==> src/rtl/usb_dpll.sv <==
// usb_dpll: oversampling digital PLL for the USB receive path. Recovers bit
// timing from d/se0, emits retimed bits on q/en and flags end-of-packet on eop.
module usb_dpll #(
  parameter int OSR          = 4,
  parameter int EOP_SE0_BITS = 2
) (
  input  logic       clk,
  input  logic       reset,
  input  logic       d,
  input  logic       se0,
  input  logic       usb_full_speed,
  output logic       q,
  output logic       en,
  output logic       eop,
  output logic       active,
  output logic       phase_err,
  output logic [1:0] state_dbg
);

  // Handshake: en is a valid-only strobe with no backpressure; the consumer
  // must take q in the single cycle en is high. eop is a separate strobe.

  localparam int            PW      = $clog2(OSR);
  localparam logic [PW-1:0] HALF    = PW'(OSR / 2);
  localparam logic [PW-1:0] LAST    = PW'(OSR - 1);
  localparam logic [PW-1:0] LAST_M1 = PW'(OSR - 2);
  localparam logic [1:0]    EOP_MIN = 2'(EOP_SE0_BITS);

  typedef enum logic [1:0] {
    S_IDLE = 2'd0,
    S_RUN  = 2'd1,
    S_SE0  = 2'd2
  } state_t;

  state_t        state, state_nx;
  logic [PW-1:0] ph, ph_nx, ph_inc, ph_skip;
  logic [1:0]    se0_cnt, se0_cnt_nx;
  logic          d_prev, se0_prev;
  logic          j, k, edge_det, sample, eop_ok;
  logic          q_nx, en_nx, eop_nx, perr_nx;

  assign j        = (usb_full_speed ? d : ~d) & ~se0;
  assign k        = ~j & ~se0;
  assign edge_det = (d != d_prev) & ~se0 & ~se0_prev;
  assign eop_ok   = (se0_cnt >= EOP_MIN);
  assign ph_inc   = (ph == LAST) ? '0 : ph + 1'b1;
  assign ph_skip  = (ph == LAST) ? PW'(1) : (ph == LAST_M1) ? '0 : ph + 2'd2;

  always_comb begin
    ph_nx = ph_inc;
    if (state == S_IDLE) begin
      ph_nx = k ? PW'(1) : '0;
    end else if (state == S_RUN && edge_det) begin
      if (ph != '0 && ph < HALF) ph_nx = ph;
      else if (ph > HALF)        ph_nx = ph_skip;
    end
  end

  // The decision is taken as ph is about to reach OSR/2, so the registered
  // q/en are presented while ph == OSR/2. Hold/skip can never jump over it.
  assign sample = (state != S_IDLE) && (ph_nx == HALF);

  always_ff @(posedge clk or posedge reset) begin
    if (reset) begin
      state     <= S_IDLE;
      ph        <= '0;
      se0_cnt   <= 2'd0;
      d_prev    <= 1'b0;
      se0_prev  <= 1'b0;
      q         <= 1'b0;
      en        <= 1'b0;
      eop       <= 1'b0;
      active    <= 1'b0;
      phase_err <= 1'b0;
    end else begin
      state     <= state_nx;
      ph        <= ph_nx;
      se0_cnt   <= se0_cnt_nx;
      d_prev    <= d;
      se0_prev  <= se0;
      q         <= q_nx;
      en        <= en_nx;
      eop       <= eop_nx;
      active    <= (state_nx != S_IDLE);
      phase_err <= perr_nx;
    end
  end

  always_comb begin
    state_nx = state;
    case (state)
      S_IDLE:  if (k) state_nx = S_RUN;
      S_RUN:   if (sample && se0) state_nx = S_SE0;
      S_SE0:   if (sample && !se0) state_nx = (j && eop_ok) ? S_IDLE : S_RUN;
      default: state_nx = S_IDLE;
    endcase
  end

  always_comb begin
    q_nx       = q;
    en_nx      = 1'b0;
    eop_nx     = 1'b0;
    perr_nx    = 1'b0;
    se0_cnt_nx = se0_cnt;
    case (state)
      S_IDLE: se0_cnt_nx = 2'd0;
      S_RUN: begin
        perr_nx = edge_det && (ph == HALF);
        if (sample) begin
          if (se0) begin
            se0_cnt_nx = 2'd1;
          end else begin
            q_nx  = d;
            en_nx = 1'b1;
          end
        end
      end
      S_SE0: begin
        if (sample) begin
          if (se0) begin
            se0_cnt_nx = (se0_cnt == 2'd3) ? 2'd3 : se0_cnt + 2'd1;
          end else if (j && eop_ok) begin
            eop_nx = 1'b1;
          end else begin
            q_nx  = d;
            en_nx = 1'b1;
          end
        end
      end
      default: se0_cnt_nx = 2'd0;
    endcase
  end

  assign state_dbg = state;

endmodule

==> config.mk <==
export PLATFORM = sky130hd
export DESIGN_NAME = usb_dpll
export DESIGN_NICKNAME = d
export VERILOG_FILES = /design/src/rtl/usb_dpll.sv
export SDC_FILE = /design/constraint.sdc
export NUM_CORES = 1
export LEC_CHECK = 0
export CAP_MARGIN = 10
export CORE_ASPECT_RATIO = 0.8
export CORE_MARGIN = 5
export CORE_UTILIZATION = 44
export DETAILED_ROUTE_END_ITERATION = 8
export PLACE_DENSITY = 0.76
export SLEW_MARGIN = 20
export SYNTH_ARGS = -nofsm -noshare
export SYNTH_HDL_FRONTEND = slang
export SYNTH_SLANG_ARGS = --single-unit
==> constraint.sdc <==
create_clock -name clk -period 4.13 [get_ports clk]
set_input_delay 1.239 -clock clk [delete_from_list [all_inputs] [get_ports clk]]
set_output_delay 1.239 -clock clk [all_outputs]
set_load 0.01 [all_outputs]
* After elaboration in Yosys (flattened, before gate mapping)
Index checks and enable logic that the tools add are counted.
** Storage, ports and cells
- Register bits :: 13
- Word-level logic and storage cells :: 90
- Output and inout bits :: 7
- Input bits :: 5
** Operators by class
- Bitwise operators :: 8
- Multiplexer cells :: 37
- Order comparisons :: 3
- Reduce and logical (&&, ||, !) cells :: 15
- Add/subtract/negate cells :: 3
- Eq/ne operators :: 14
** Operators with widths (count)
- $mux W2 :: 15
- $mux W1 :: 18
- $ne A2 B2 Y1 const B :: 7
- $eq A2 B2 Y1 const B :: 5
- $reduce_bool A2 Y1 :: 4
- $logic_and A1 B1 Y1 :: 7
- $pmux W2 S3 :: 1
- $reduce_and A6 Y1 :: 1
- $add A2 B1 Y2 const B :: 2
- $and A1 B1 Y1 :: 4
- $not A1 Y1 :: 4
- $pmux W1 S2 :: 2
- $pmux W2 S2 :: 1
- $reduce_and A4 Y1 :: 1
- $add A2 B2 Y2 const B :: 1
- $eq A2 B1 Y1 const B :: 1
- $ge A2 B2 Y1 const B :: 1
- $gt A2 B2 Y1 const B :: 1
- $logic_not A2 Y1 :: 1
- $lt A2 B2 Y1 const B :: 1
- $logic_not A1 Y1 :: 1
- $ne A1 B1 Y1 :: 1

* Longest topological paths before layout
Gate-level depths: netlist (run 1).
- Word-level depth :: 13
- Gate-level depth with buffers :: 8

* Worst setup path after synthesis (run 1)
Ideal clock, no wire load.
- Path kind :: input -> register
- Start point :: input port se0
- End point :: register q
- Data arrival time :: 2.231 ns
- Stages :: 6
- Setup slack :: 1.772 ns
- Cells stage by stage :: buf_6 -> nor3b_2 -> nand4_1 -> o31ai_2 -> o211ai_1 -> mux2_1
** Between the ends
- Longest elaborated chain between the ends :: 10
** Ends and longest elaborated chain
- start: declaration :: RTL line 10 : input logic se0,
- $not A1 Y1 :: RTL line 42, 43, 44
- $and A1 B1 Y1, on equally long branches :: RTL line 44, 42
- $and A1 B1 Y1 or $not A1 Y1 (tied branches) :: RTL line 44, 43
- $logic_and A1 B1 Y1 or $and A1 B1 Y1 (tied branches) :: RTL line 53, 43
- $mux W2 or $mux W1 (tied branches) :: RTL line 53, 52
- $mux W2 :: RTL line 51 : if (state == S_IDLE) begin
- $eq A2 B2 Y1 :: RTL line 61 : assign sample = (state != S_IDLE) && (ph_nx == HALF);
- $logic_and A1 B1 Y1 :: RTL line 61
- $ne A2 B2 Y1 (no source line)
- $reduce_and A6 Y1 (no source line) *
- end signal: assignment :: RTL line 81 : q <= q_nx;
- end: declaration :: RTL line 12 : output logic q,
Every way passes the cells marked *; elsewhere a longest branch is shown, timed or not.
A chain may end at the register's enable or synchronous reset.

* Worst setup path after layout (run 1)
Same ends and word-level chain as after synthesis.

==> results of run 1 <==
[routing by layer]
layer  global-route usage, %  vias up
li1                        -      319
met1                   14.61      307
met2                   17.67       22
met3                   6.117        0
met4                   1.158        0
met5                       0        -
[flip-flops by register name (all words and copies together), names as in the netlist]
register and count:
ph 2, active 1, state_dbg 2, phase_err 1
q 1, eop 1, d_prev 1, en 1
se0_cnt 2, se0_prev 1
[cells by family (layout without fill, tap and decap cells)]
| family | count (synthesis) | after routing | synth area share (%) |
|---|---|---|---|
| mux | 1 | 1 | 1.378 |
| buf+inv | 10 | 23 | 5.973 |
| compound gates | 22 | 22 | 20.06 |
| fa+ha+maj | 8 | 8 | 12.25 |
| simple gates | 26 | 26 | 18.38 |
| flops | 13 | 13 | 39.82 |
| xor+xnor | 2 | 2 | 2.144 |
[metrics by stage]
step           power (mW)  hold slack [ns]  std cells  worst slack, ns  area (um2)
2_1_floorplan      0.3693           0.5170         82            1.772       817.0
3_3_place_gp       0.4380           0.4834        115            1.192       938.4
3_5_place_dp       0.4477           0.4844        115            1.105       938.4
4_1_cts            0.5243           0.5056        119            1.404       964.7
5_1_grt            0.5630           0.5268        119            1.282       964.7
6_report           0.5183           0.4982        119            1.403       964.7
[synth_stat cells (all sizes together)]
library cell  instances  share of area [%]
ha                    8                 12
a211o                 1                1.1
and3                  3                2.5
xnor2                 1                1.1
o31ai                 1                1.5
a221o                 1                1.2
nor3b                 2                2.5
inv                   8                3.7
nor3                  2                1.2
o211ai                1               0.92
buf                   2                2.3
or3                   1               0.77
o221ai                1                1.8
nand3                 1               0.61
o31a                  1                1.1
o21ba                 1                1.2
xor2                  1                1.1
a21oi                 4                2.5
mux2                  1                1.4
a32oi                 1                1.1
and3b                 1                1.5
o21bai                1               0.92
o21ai                 5                3.1
nand4                 1               0.77
o311ai                1                1.1
o22ai                 1               0.77
o21a                  2                1.8
nand2b                1               0.77
nand3b                2                1.8
and2                  1               0.92
nand2                 5                2.3
nor2                  6                2.8
dfrtp                13                 40
[final cells by class]
type,instances,area [um2],area share [%]
clock buffers,4,26.28,2.724
repair buffers,11,110.1,11.41
inverters,8,30.03,3.113
multi-input cells,59,442.9,45.91
flip-flops and latches,13,325.3,33.72
well taps,24,30.03,3.113
[path summary, 6_finish.rpt]
path | from | end | slack, ns | depth (start not counted)
min in group asynchronous | reset | se0_cnt[0] | 1.28 | 2
max in group asynchronous | reset | state_dbg[1] | 2.52 | 2
max reg2reg | state_dbg[0] | q | 2.10 | 7
min | q | q | 0.50 | 1
max | se0 | q | 1.40 | 6
min reg2reg | q | q | 0.50 | 1
[worst reg2reg max path: stages (launching register included)]
cell and delay (ns):
dfrtp_1 0.43, inv_1 0.12, ha_1 0.30, nor3b_1 0.28, nand4_1 0.23, o31ai_2 0.12
o211ai_1 0.13, mux2_1 0.32
[placed cells by master (no fill, tap or decap), types with 2 or more instances in the layout]
cell type,count
nor3_1,2
inv_1,8
o21a_1,2
nand3b_1,2
nor2_1,6
o21ai_0,5
a21oi_1,4
clkbuf_4,3
nand2_1,5
dfrtp_1,13
and3_1,2
clkdlybuf4s50_1,11
ha_1,8
[where the power goes]
part           switching (mW)  total [mW]  leakage [nW]  internal, mW
Combinational           0.135       0.262         0.237         0.127
Clock                  0.0371      0.0745        0.0150        0.0374
Sequential             0.0256       0.182         0.169         0.156
Total                   0.198       0.518         0.421         0.321
==> metrics, run 1 <==
final setup TNS 0 ns; launching element type of the critical path primary input; cell count after synthesis 82; post-layout util 52.95%; die footprint 2824 um2; worst path arrival time 2.89 ns; DRC violation count after routing 0; die span in y 48.54 um; Clock Tree Buf Depth 2; highest routing layer actually used met3; number of warnings reported in the yosys synthesis log 0; CP max-delay cell clkdlybuf4s50_1; required time at the endpoint of the critical path 4.29 ns; synthesized area 817.0 um2; wire length per cell 12.35 um; total iterations of the first detailed-routing run 4; cells along the critical path clkdlybuf4s50_1, nor3b_2, nand4_1, o31ai_2, o211ai_1, mux2_1; root cell of the clock tree clkbuf_4; Starting Density 44.85%; number of resized instances in the post-cts repair step 0; # nets final 109; antenna violations before repair 0; Total Routed Length 1470 um; IO Port Bufs 11; last weighted congestion value of the routability-driven placer 0.8280; clock-pin slew reported for the worst setup and hold paths after clock tree synthesis 0.08 ns; max-cap check violation count 0; status finished clean; number of buffer and inverter stages on the critical path 1; final-report max-slew violation count 0; total of flip-flops plus latches after synthesis 13; Leak Pwr 0.4209 nW; synth-to-layout area growth 18.07%; transition time of the tightest slew-check pin 0.4726 ns; Initial DRC Count 15; count of cell types in the netlist 36; Post-Route M1 WL 667 um; setup repair after global routing missed its margin false; delay-heaviest family, CP buffers and inverters; clock latency at the later pin of the worst-skew pair 0.27 ns; number of diodes 0; total CTS buffers 3; Worst Skew 0.009462 ns; total power per unit cell area 537.3 nW/um2; biggest cell delay along the critical path 0.60 ns; remaining antenna violation count 0; amount of wire on met2 after detailed routing 691 um; Cell Rows 14; core region area 1822 um2; die extent in x 58.18 um; CTS tree built; via count normalized by instance count 5.445; Clock Sinks 13; final period utilization 66.03%; synthesized netlist net count 95; synthesized area divided by synthesized cell count 9.964 um2; worst slew slack as a fraction of its limit 68.27%; HP Class flip-flop to flip-flop; endpoints failing setup 0; H-tree lvl count 1; share of layout cells above drive strength 1 10.53%; total half-perimeter wirelength after legalization and detailed placement 1179 um; CTS hold repair buffers 0; Period minus WS final 2.727 ns; overall fraction of global-route tracks in use 11.45%; number of hold violations in the final report 0; largest net degree at the start of global routing 14; Post-CTS Repair Setup Buffers 0; crit-path max FO 11; critical setup path kind primary input to flip-flop; endpoint class of the critical path flip-flop; total I/O pin count 12; sequential-to-total area share from yosys stat 39.82%; met3 WL 111 um; worst voltage drop across the vdd grid 244.9 uV; gr ovfl total 0; via count of the first global-routing pass 618; Vias 648; filler cell count 165; wire length of the first global-routing pass 2546 um; Achievable Freq 366.7 MHz
Note: power is estimated with default switching activity, not from simulation.
==> run 2, diff against run 1 <==
==> constraint.sdc (replaced) <==
create_clock -name clk -period 2.7 [get_ports clk]
set_input_delay 0.81 -clock clk [delete_from_list [all_inputs] [get_ports clk]]
set_output_delay 0.81 -clock clk [all_outputs]
set_load 0.01 [all_outputs]
==> run 2 against run 1 <==
- count of clock-buffer cells in the layout unchanged
- critical endpoint unchanged
- design area up 1.6%
- die area is the same
- critical path depth is the same
- sequential power is 53% higher
- largest power group unchanged
- first-iteration DRC count grew 6.7%
- largest cell class unchanged
- clock skew down 0.0018 ns
- hold slack got worse by 0.00096 ns
- core utilization up 0.82 points
==> metrics, run 2 (synthesized netlist as in run 1, its figures left out) <==
Placed Cells 117; Clock Tree Buf Depth 2; Starting Density 44.85%; met2 GRT Util 19.17%; synth-to-layout area growth 19.91%; Initial DRC Count 16; number of diodes 0; crit-path max FO 4; worst voltage drop across the vdd grid 470.7 uV; total half-perimeter wirelength after legalization and detailed placement 1184 um; Leak Pwr 0.4305 nW; H-tree lvl count 1; WHS 0.4972 ns; antenna violations before repair 0; root cell of the clock tree clkbuf_4; CTS tree built; IO Port Bufs 11; gr ovfl total 0; worst slew slack as a fraction of its limit 67.92%; endpoint class of the critical path flip-flop; r2r endpoint q; # nets final 111; post-placement worst setup slack 0.1599 ns; filler cell count 163; setup repair after global routing missed its margin false; max-cap check violation count 0; via count normalized by instance count 5.380; CTS hold repair buffers 0; final period utilization 82.36%; Crit path depth 6; Worst Skew 0.007706 ns; biggest cell delay along the critical path 0.54 ns; total CTS buffers 3; cell internal pwr 0.4939 mW; combinational share of power 50.8%; launching element type of the critical path primary input; die footprint 2824 um2; wire length of the first global-routing pass 2732 um; most common cell after layout, fill and taps aside dfrtp_1; commonest cells after routing, fill and taps aside 13 x dfrtp_1, 11 x clkdlybuf4s50_1, 8 x inv_1, 8 x ha_1, 6 x nor2_1; final-report max-slew violation count 0; Period minus WS final 2.224 ns; number of buffer and inverter stages on the critical path 1; largest net degree at the start of global routing 14; number of hold violations in the final report 0; transition time of the tightest slew-check pin 0.4806 ns; met1 routing resource usage after global routing 16.42%; CP max-delay cell clkdlybuf4s50_1; Clock Sinks 13; via count of the first global-routing pass 646; DRC violation count after routing 0; total power per unit cell area 820.2 nW/um2; core region area 1822 um2; Achievable Freq 449.7 MHz; net switching power 0.3096 mW; busiest grt layer met2; final setup TNS 0 ns; share of layout cells above drive strength 1 12.37%; wire length per cell 12.60 um; die span in y 48.54 um; Cell Rows 14; Vias 651; delay-heaviest family, CP buffers and inverters; hold path cells 1; Total Routed Length 1524 um; Clk network pwr share 14.6%; number of resized instances in the post-cts repair step 0; grt met3 use 6.117%; Placed Instance Area 953.4 um2; depth of the worst register-to-register path 7; Post-CTS Repair Setup Buffers 0; worst path arrival time 2.39 ns; post-layout instance count excluding filler cells 121; total I/O pin count 12; die extent in x 58.18 um; switching share of power 38.53%; last weighted congestion value of the routability-driven placer 0.8347; cells along the critical path clkdlybuf4s50_1, xor2_1, nand4_1, o31ai_2, o211ai_1, mux2_1; critical setup path kind primary input to flip-flop; status finished clean; clock latency at the later pin of the worst-skew pair 0.28 ns; clock-pin slew reported for the worst setup and hold paths after clock tree synthesis 0.08 ns; overall fraction of global-route tracks in use 12.49%; required time at the endpoint of the critical path 2.87 ns; remaining antenna violation count 0; post-route cell area 979.7 um2; setup slack of the most critical reg-to-reg path 0.67 ns; sequential power share 34.5%; endpoints failing setup 0; total iterations of the first detailed-routing run 4; min-delay src q; min setup slack post-route 0.4763 ns; HP Class flip-flop to flip-flop; beginning of the worst register-to-register path state_dbg[1]; worst hold endpoint q
-- run 2: cell types whose count changed in the layout (fill, tap and decap cells not counted) --
cell / before / now
buf_4: 0 / 2
-- run 2: final cells by class --
cell class / count / area (um2) / share of cell area, %
clock buffers: 4 / 26.28 / 2.682
repair buffers: 13 / 125.1 / 12.77
flip-flops and latches: 13 / 325.3 / 33.21
multi-input cells: 59 / 442.9 / 45.21
inverters: 8 / 30.03 / 3.065
well taps: 24 / 30.03 / 3.065
-- run 2: metrics by stage --
step                      util [%]  total power [mW]
final                        53.78            0.8036
after detailed placement     52.34            0.6837
after floorplan                  -            0.5648
after CTS                    53.78            0.8046
after global placement       52.34            0.6732
after global routing         53.78            0.8685
-- run 2: worst max-delay path by stage --
| stage | start | end | slack (ns) |
|---|---|---|---|
| global route | d | q | 0.36 |
| finish | d | q | 0.48 |
| detailed placement | d | q | 0.16 |
| CTS | d | q | 0.46 |
| floorplan | se0 | q | 0.77 |
| global placement | d | q | 0.21 |
-- run 2: power by group through the flow --
stage,combinational [mW],clock [mW],sequential (mW)
final,0.408,0.117,0.278
after global placement,0.393,0,0.280
after global routing,0.455,0.129,0.285
after detailed placement,0.402,0,0.282
after floorplan,0.278,0,0.287
after CTS,0.406,0.121,0.278
-- run 2: metal layers --
metal,vias to the layer above,share of wire (%)
met1,303,44
met3,0,10
met2,28,46
li1,320,-
met5,-,0
met4,0,0
